`config.mk`:
```
export PLATFORM = sky130hd
export DESIGN_NAME = writeback_queue
export DESIGN_NICKNAME = d
export VERILOG_FILES = /design/src/rtl/wbq_pkg.sv /design/src/rtl/wbq_match.sv /design/src/rtl/writeback_queue.sv
export SDC_FILE = /design/constraint.sdc
export NUM_CORES = 1
export LEC_CHECK = 0
export ABC_AREA = 1
export ABC_CLOCK_PERIOD_IN_PS = 4150
export CORE_MARGIN = 1
export CORE_UTILIZATION = 29
export DETAILED_ROUTE_END_ITERATION = 6
export PLACE_DENSITY = 0.46
export SYNTH_ARGS = -nofsm -noshare
export SYNTH_HDL_FRONTEND = slang
export SYNTH_SLANG_ARGS = --single-unit
```
`constraint.sdc`:
```
create_clock -name clock -period 4.15 [get_ports clock]
set_clock_uncertainty 0.1 [all_clocks]
set_input_delay 0.415 -clock clock [delete_from_list [all_inputs] [get_ports clock]]
set_output_delay 0.415 -clock clock [all_outputs]
set_load 0.03 [all_outputs]
```
`src/rtl/wbq_pkg.sv`:
```
// wbq_pkg: shared entry type, register-zero constant and pointer width helper
package wbq_pkg;

    localparam logic [4:0] REG_ZERO = 5'd0;

    typedef struct packed {
        logic        live;
        logic [4:0]  dst;
        logic [31:0] data;
    } entry_t;

    function automatic int ptr_width(input int depth);
        return $clog2(depth) + 1;
    endfunction

endpackage

```
`src/rtl/wbq_match.sv`:
```
// wbq_match: per-entry register compare with youngest-live-match select
module wbq_match
    import wbq_pkg::*;
#(
    parameter int DEPTH = 4,
    localparam int AW = ptr_width(DEPTH) - 1
) (
    input  entry_t [DEPTH-1:0] entries,
    input  logic [AW-1:0]      tail,
    input  logic [4:0]         query,
    output logic               hit,
    output logic [31:0]        data
);

    logic [AW-1:0] idx;

    // walk from the oldest slot to the youngest so the youngest match wins
    always_comb begin
        hit  = 1'b0;
        data = '0;
        idx  = '0;
        for (int k = 0; k < DEPTH; k++) begin
            idx = tail + AW'(k);
            if (query != REG_ZERO && entries[idx].live && entries[idx].dst == query) begin
                hit  = 1'b1;
                data = entries[idx].data;
            end
        end
    end

endmodule

```
`src/rtl/writeback_queue.sv`:
```
// writeback_queue: regfile write-port arbiter with mult/div FIFO; optional bypass via WBQ_BYPASS_EN
module writeback_queue
    import wbq_pkg::*;
#(
    parameter int DEPTH        = 4,
    parameter int STARVE_LIMIT = 8
) (
    input  logic        clock,
    input  logic        ctrl_reset,
    input  logic        wb_valid,
    input  logic [4:0]  wb_reg,
    input  logic [31:0] wb_data,
    input  logic        md_valid,
    input  logic [4:0]  md_reg,
    input  logic [31:0] md_data,
    output logic        md_ready,
    input  logic [4:0]  query_regA,
    input  logic [4:0]  query_regB,
    output logic        pending_A,
    output logic        pending_B,
    output logic        bypass_valid_A,
    output logic        bypass_valid_B,
    output logic [31:0] bypass_data_A,
    output logic [31:0] bypass_data_B,
    output logic        pipe_stall,
    output logic        ctrl_writeEnable,
    output logic [4:0]  ctrl_writeReg,
    output logic [31:0] data_writeReg
);

    localparam int PW = ptr_width(DEPTH);
    localparam int AW = PW - 1;
    localparam int CW = $clog2(STARVE_LIMIT + 1);

    entry_t [DEPTH-1:0] mem;
    entry_t             head;
    logic [PW-1:0]      wr_ptr, rd_ptr;
    logic [CW-1:0]      starve;
    logic               wb_live, empty, full, pop, enq, any_live, head_write, hit_a, hit_b;
    logic [31:0]        data_a, data_b;

    assign wb_live    = !ctrl_reset && wb_valid && wb_reg != REG_ZERO;
    assign empty      = wr_ptr == rd_ptr;
    assign full       = wr_ptr == {~rd_ptr[PW-1], rd_ptr[AW-1:0]};
    assign head       = mem[rd_ptr[AW-1:0]];
    assign pop        = !ctrl_reset && !wb_live && !empty;
    assign head_write = pop && head.live;
    assign enq        = !ctrl_reset && md_valid && !full && md_reg != REG_ZERO;
    assign md_ready   = !full;

    assign ctrl_writeEnable = wb_live || head_write;
    assign ctrl_writeReg    = wb_live ? wb_reg : head_write ? head.dst : REG_ZERO;
    assign data_writeReg    = wb_live ? wb_data : head_write ? head.data : '0;
    assign pipe_stall       = !ctrl_reset && starve >= CW'(STARVE_LIMIT);

    // any queued write still live, for the starvation counter
    always_comb begin
        any_live = 1'b0;
        for (int i = 0; i < DEPTH; i++) any_live |= mem[i].live;
    end

    // kill entries overwritten by the pipeline, retire the head, admit the new result
    always_ff @(posedge clock) begin
        if (ctrl_reset) begin
            wr_ptr <= '0;
            rd_ptr <= '0;
            for (int i = 0; i < DEPTH; i++) mem[i].live <= 1'b0;
        end else begin
            for (int i = 0; i < DEPTH; i++) if (wb_live && mem[i].dst == wb_reg) mem[i].live <= 1'b0;
            if (pop) begin
                mem[rd_ptr[AW-1:0]].live <= 1'b0;
                rd_ptr <= rd_ptr + PW'(1);
            end
            if (enq) begin
                mem[wr_ptr[AW-1:0]] <= '{live: 1'b1, dst: md_reg, data: md_data};
                wr_ptr <= wr_ptr + PW'(1);
            end
        end
    end

    // count cycles a live entry waits behind the pipeline; saturates at the limit
    always_ff @(posedge clock) begin
        if (ctrl_reset || pop || empty) starve <= '0;
        else if (any_live && wb_live && starve < CW'(STARVE_LIMIT)) starve <= starve + CW'(1);
    end

    wbq_match #(.DEPTH(DEPTH)) u_match_a (
        .entries(mem), .tail(wr_ptr[AW-1:0]), .query(query_regA), .hit(hit_a), .data(data_a)
    );

    wbq_match #(.DEPTH(DEPTH)) u_match_b (
        .entries(mem), .tail(wr_ptr[AW-1:0]), .query(query_regB), .hit(hit_b), .data(data_b)
    );

    assign pending_A = !ctrl_reset && hit_a;
    assign pending_B = !ctrl_reset && hit_b;

`ifdef WBQ_BYPASS_EN
    assign bypass_valid_A = pending_A;
    assign bypass_valid_B = pending_B;
    assign bypass_data_A  = pending_A ? data_a : '0;
    assign bypass_data_B  = pending_B ? data_b : '0;
`else
    logic unused_bypass;
    assign unused_bypass  = ^{data_a, data_b};
    assign bypass_valid_A = 1'b0;
    assign bypass_valid_B = 1'b0;
    assign bypass_data_A  = '0;
    assign bypass_data_B  = '0;
`endif

endmodule

```
==> impl_metrics.json <==
{
  "first_iter_violations": 468,
  "grt_overflow_total": 0,
  "die_w_um": 185.3,
  "max-vdd-ir-drop_v": 0.0003780,
  "cts_tree": "yes",
  "hp-start": "rd_ptr[2]",
  "clock_latency_ps": 430,
  "pin_count": 196,
  "fillers": 3436,
  "tns_ps": 0,
  "slew_viol_final": 0,
  "worst_hold_path_type": "register to register",
  "wl_per_cell_um": 15.91,
  "grt_max_degree": 45,
  "ys_seq_area_share_pct": 48.51,
  "crit_arrival_ps": 3230,
  "final_util_pct": 35.94,
  "slowest_delay_ps": 680,
  "power.leakage_nw": 4.839,
  "synth_warnings": 0,
  "final_cell_mix": "302 x nand2_1, 196 x nor2_1, 148 x edfxtp_1",
  "die_h_um": 185.3,
  "synthMuxAreaShare_pct": 0,
  "yosys.area_share.simple_pct": 27.17,
  "final_cells": 1743,
  "cts_made_buffers": 17,
  "synthCells": 1182,
  "clockBufferDepth": 2,
  "syn_area_um2": 9739,
  "rr_startpoint": "rd_ptr[0]",
  "finalNetCount": 1386,
  "mostFrequentLayoutCell": "nand2_1",
  "area_delta_synth_final_pct": 20.97,
  "drv_cap": 0,
  "firstDrtPassIters": 6,
  "design.die.area_um2": 34320,
  "multiInputGateArea_um2": 4083,
  "worstPathCellList": "inv_2 -> ha_1 -> inv_1 -> nand3_1 -> nand3_1 -> nand2_1 -> nor2_1 -> nand3_1 -> nand2_1 -> nor2_1 -> nor2_1 -> clkdlybuf4s50_1",
  "synth_compound_area_share_pct": 8.774,
  "hold_viol": 0,
  "vias": 7973,
  "rsz0062_at_grt": "no",
  "whs_path_depth": 1,
  "grt_use_total_pct": 16.68,
  "ys_types": 34,
  "drive_gt1_share_pct": 6.610,
  "synth_area_per_cell_um2": 8.240,
  "synth_xor_area_share_pct": 2.145,
  "r2r-end": "mem[8]",
  "cp-end-kind": "primary output",
  "crit_slowest_cell": "clkdlybuf4s50_1",
  "synthAdderAreaFrac_pct": 1.285,
  "period_needed_ps": 3742,
  "fmax_ghz": 0.2672,
  "p_per_area_nw_per_um2": 445.5,
  "gp_congestion": 0.8986,
  "reg2reg_slack_ps": 1680,
  "worstPathRequired_ps": 3630,
  "wirelength_mm": 27.73,
  "vias_per_cell": 4.574,
  "row_count": 66,
  "drc": 0,
  "detail-route-antenna-nets": 0,
  "setup_viol": 0,
  "worstMarginPinSlew_ps": 645.1,
  "antenna_found_initial": 0,
  "cts_resized": 0,
  "synth_top_family_by_area": "simple AND/OR/NAND/NOR gates",
  "final_area_um2": 11780,
  "hold_end": "rd_ptr[2]",
  "synth-seq-cells": 162,
  "rr_worst_depth": 7,
  "design.core.area_um2": 32780,
  "dpl.hpwl_mm": 18.65,
  "first_global_vias": 7425,
  "cp_max_fo": 16,
  "clkSinkCount": 162,
  "start_util_pct": 29.71,
  "htreeDepth": 4,
  "seqCellArea_um2": 4726,
  "grt_pass1_wl_mm": 42.75,
  "placedCellCount": 1711,
  "io_buffer_count": 129,
  "cts_hold_buf": 0,
  "outcome": "complete, no violations",
  "power_w": 0.005249,
  "critical_path_class": "register to primary output",
  "path_clk_slew_ps": 70,
  "cts_setup_buffers": 0,
  "diodes": 0,
  "finalCritPeriodShare_pct": 90.17,
  "root_buffer": "clkbuf_16",
  "start_kind": "register",
  "slew_headroom_pct": 56.99,
  "postPlaceCellArea_um2": 11150
}
per-layer routing:
metal	GRT usage (%)	wire [um]	up-vias
li1	-	-	4006
met1	22.58	13070	3723
met2	27.90	13330	224
met3	2.359	1024	20
met4	3.934	307	0
met5	0	0	-
state kept, by name (all words and copies together) (netlist names):
name	flops
starve	4
mem	152
wr_ptr	3
rd_ptr	3
worst max path at each step:
stage	from	endpoint	slack, ps
CTS	wr_ptr[1]	pending_A	390
global placement	ctrl_reset	data_writeReg[31]	640
floorplan	wr_ptr[0]	pending_A	1450
finish	wr_ptr[1]	pending_B	410
detailed placement	ctrl_reset	data_writeReg[1]	540
global route	wr_ptr[0]	pending_A	250
Yosys cell counts, drive strengths merged:
cell type    n  area [um2]
buf        120       848.3
o22ai        5       31.28
nand2      308        1176
ha          10       125.1
a21oi       45       225.2
a32o        32       320.3
xnor2       10       95.10
inv         76       290.3
clkbuf      10       37.54
nand3      111       560.5
o21ai       54       270.3
nor3         6       30.03
xor2        13       113.9
conb         1       3.750
and2         1       6.260
nand4        5       31.28
edfxtp     148        4444
dfxtp       14       280.3
nand3b       1       7.510
or2          1       6.260
a211oi       1       7.510
nor2       209       822.0
and3         1       6.260
metrics by stage:
stage | setup slack, ps | hold WS, ps
finish | 408.1 | 368.1
detailed placement | 541.7 | 358.9
global placement | 640.3 | 357.3
global route | 246.0 | 384.1
floorplan | 1450 | 341.4
CTS | 391.3 | 370.2
report_power, final:
group | internal [W] | switching, W
combinational | 0.000594 | 0.00111
sequential | 0.00182 | 0.0000693
clock | 0.000882 | 0.000772
total | 0.00330 | 0.00195
final cells by class:
class	instances	share of cell area, %
clock buffer	17	3.611
clock inverter	15	1.742
inverter	76	2.464
multi-input combinational	879	34.65
sequential	162	40.11
tap	442	4.694
timing repair buffer	152	12.72
logic make-up (layout without fill, tap and decap cells):
logic type      Yosys count  after routing
buf+inv                 206            260
compound gates          137            137
other cells               1             66
flops                   162            162
simple gates            643            643
xor+xnor                 23             23
fa+ha+maj                10             10
worst max-delay path, delay by kind of cell, from the launching register on:
kind          cells  cell delay [ps]
fa+ha+maj         1              310
flops             1              320
simple gates      8              890
buf+inv           3             1270
(Power assumes the default switching activity.)
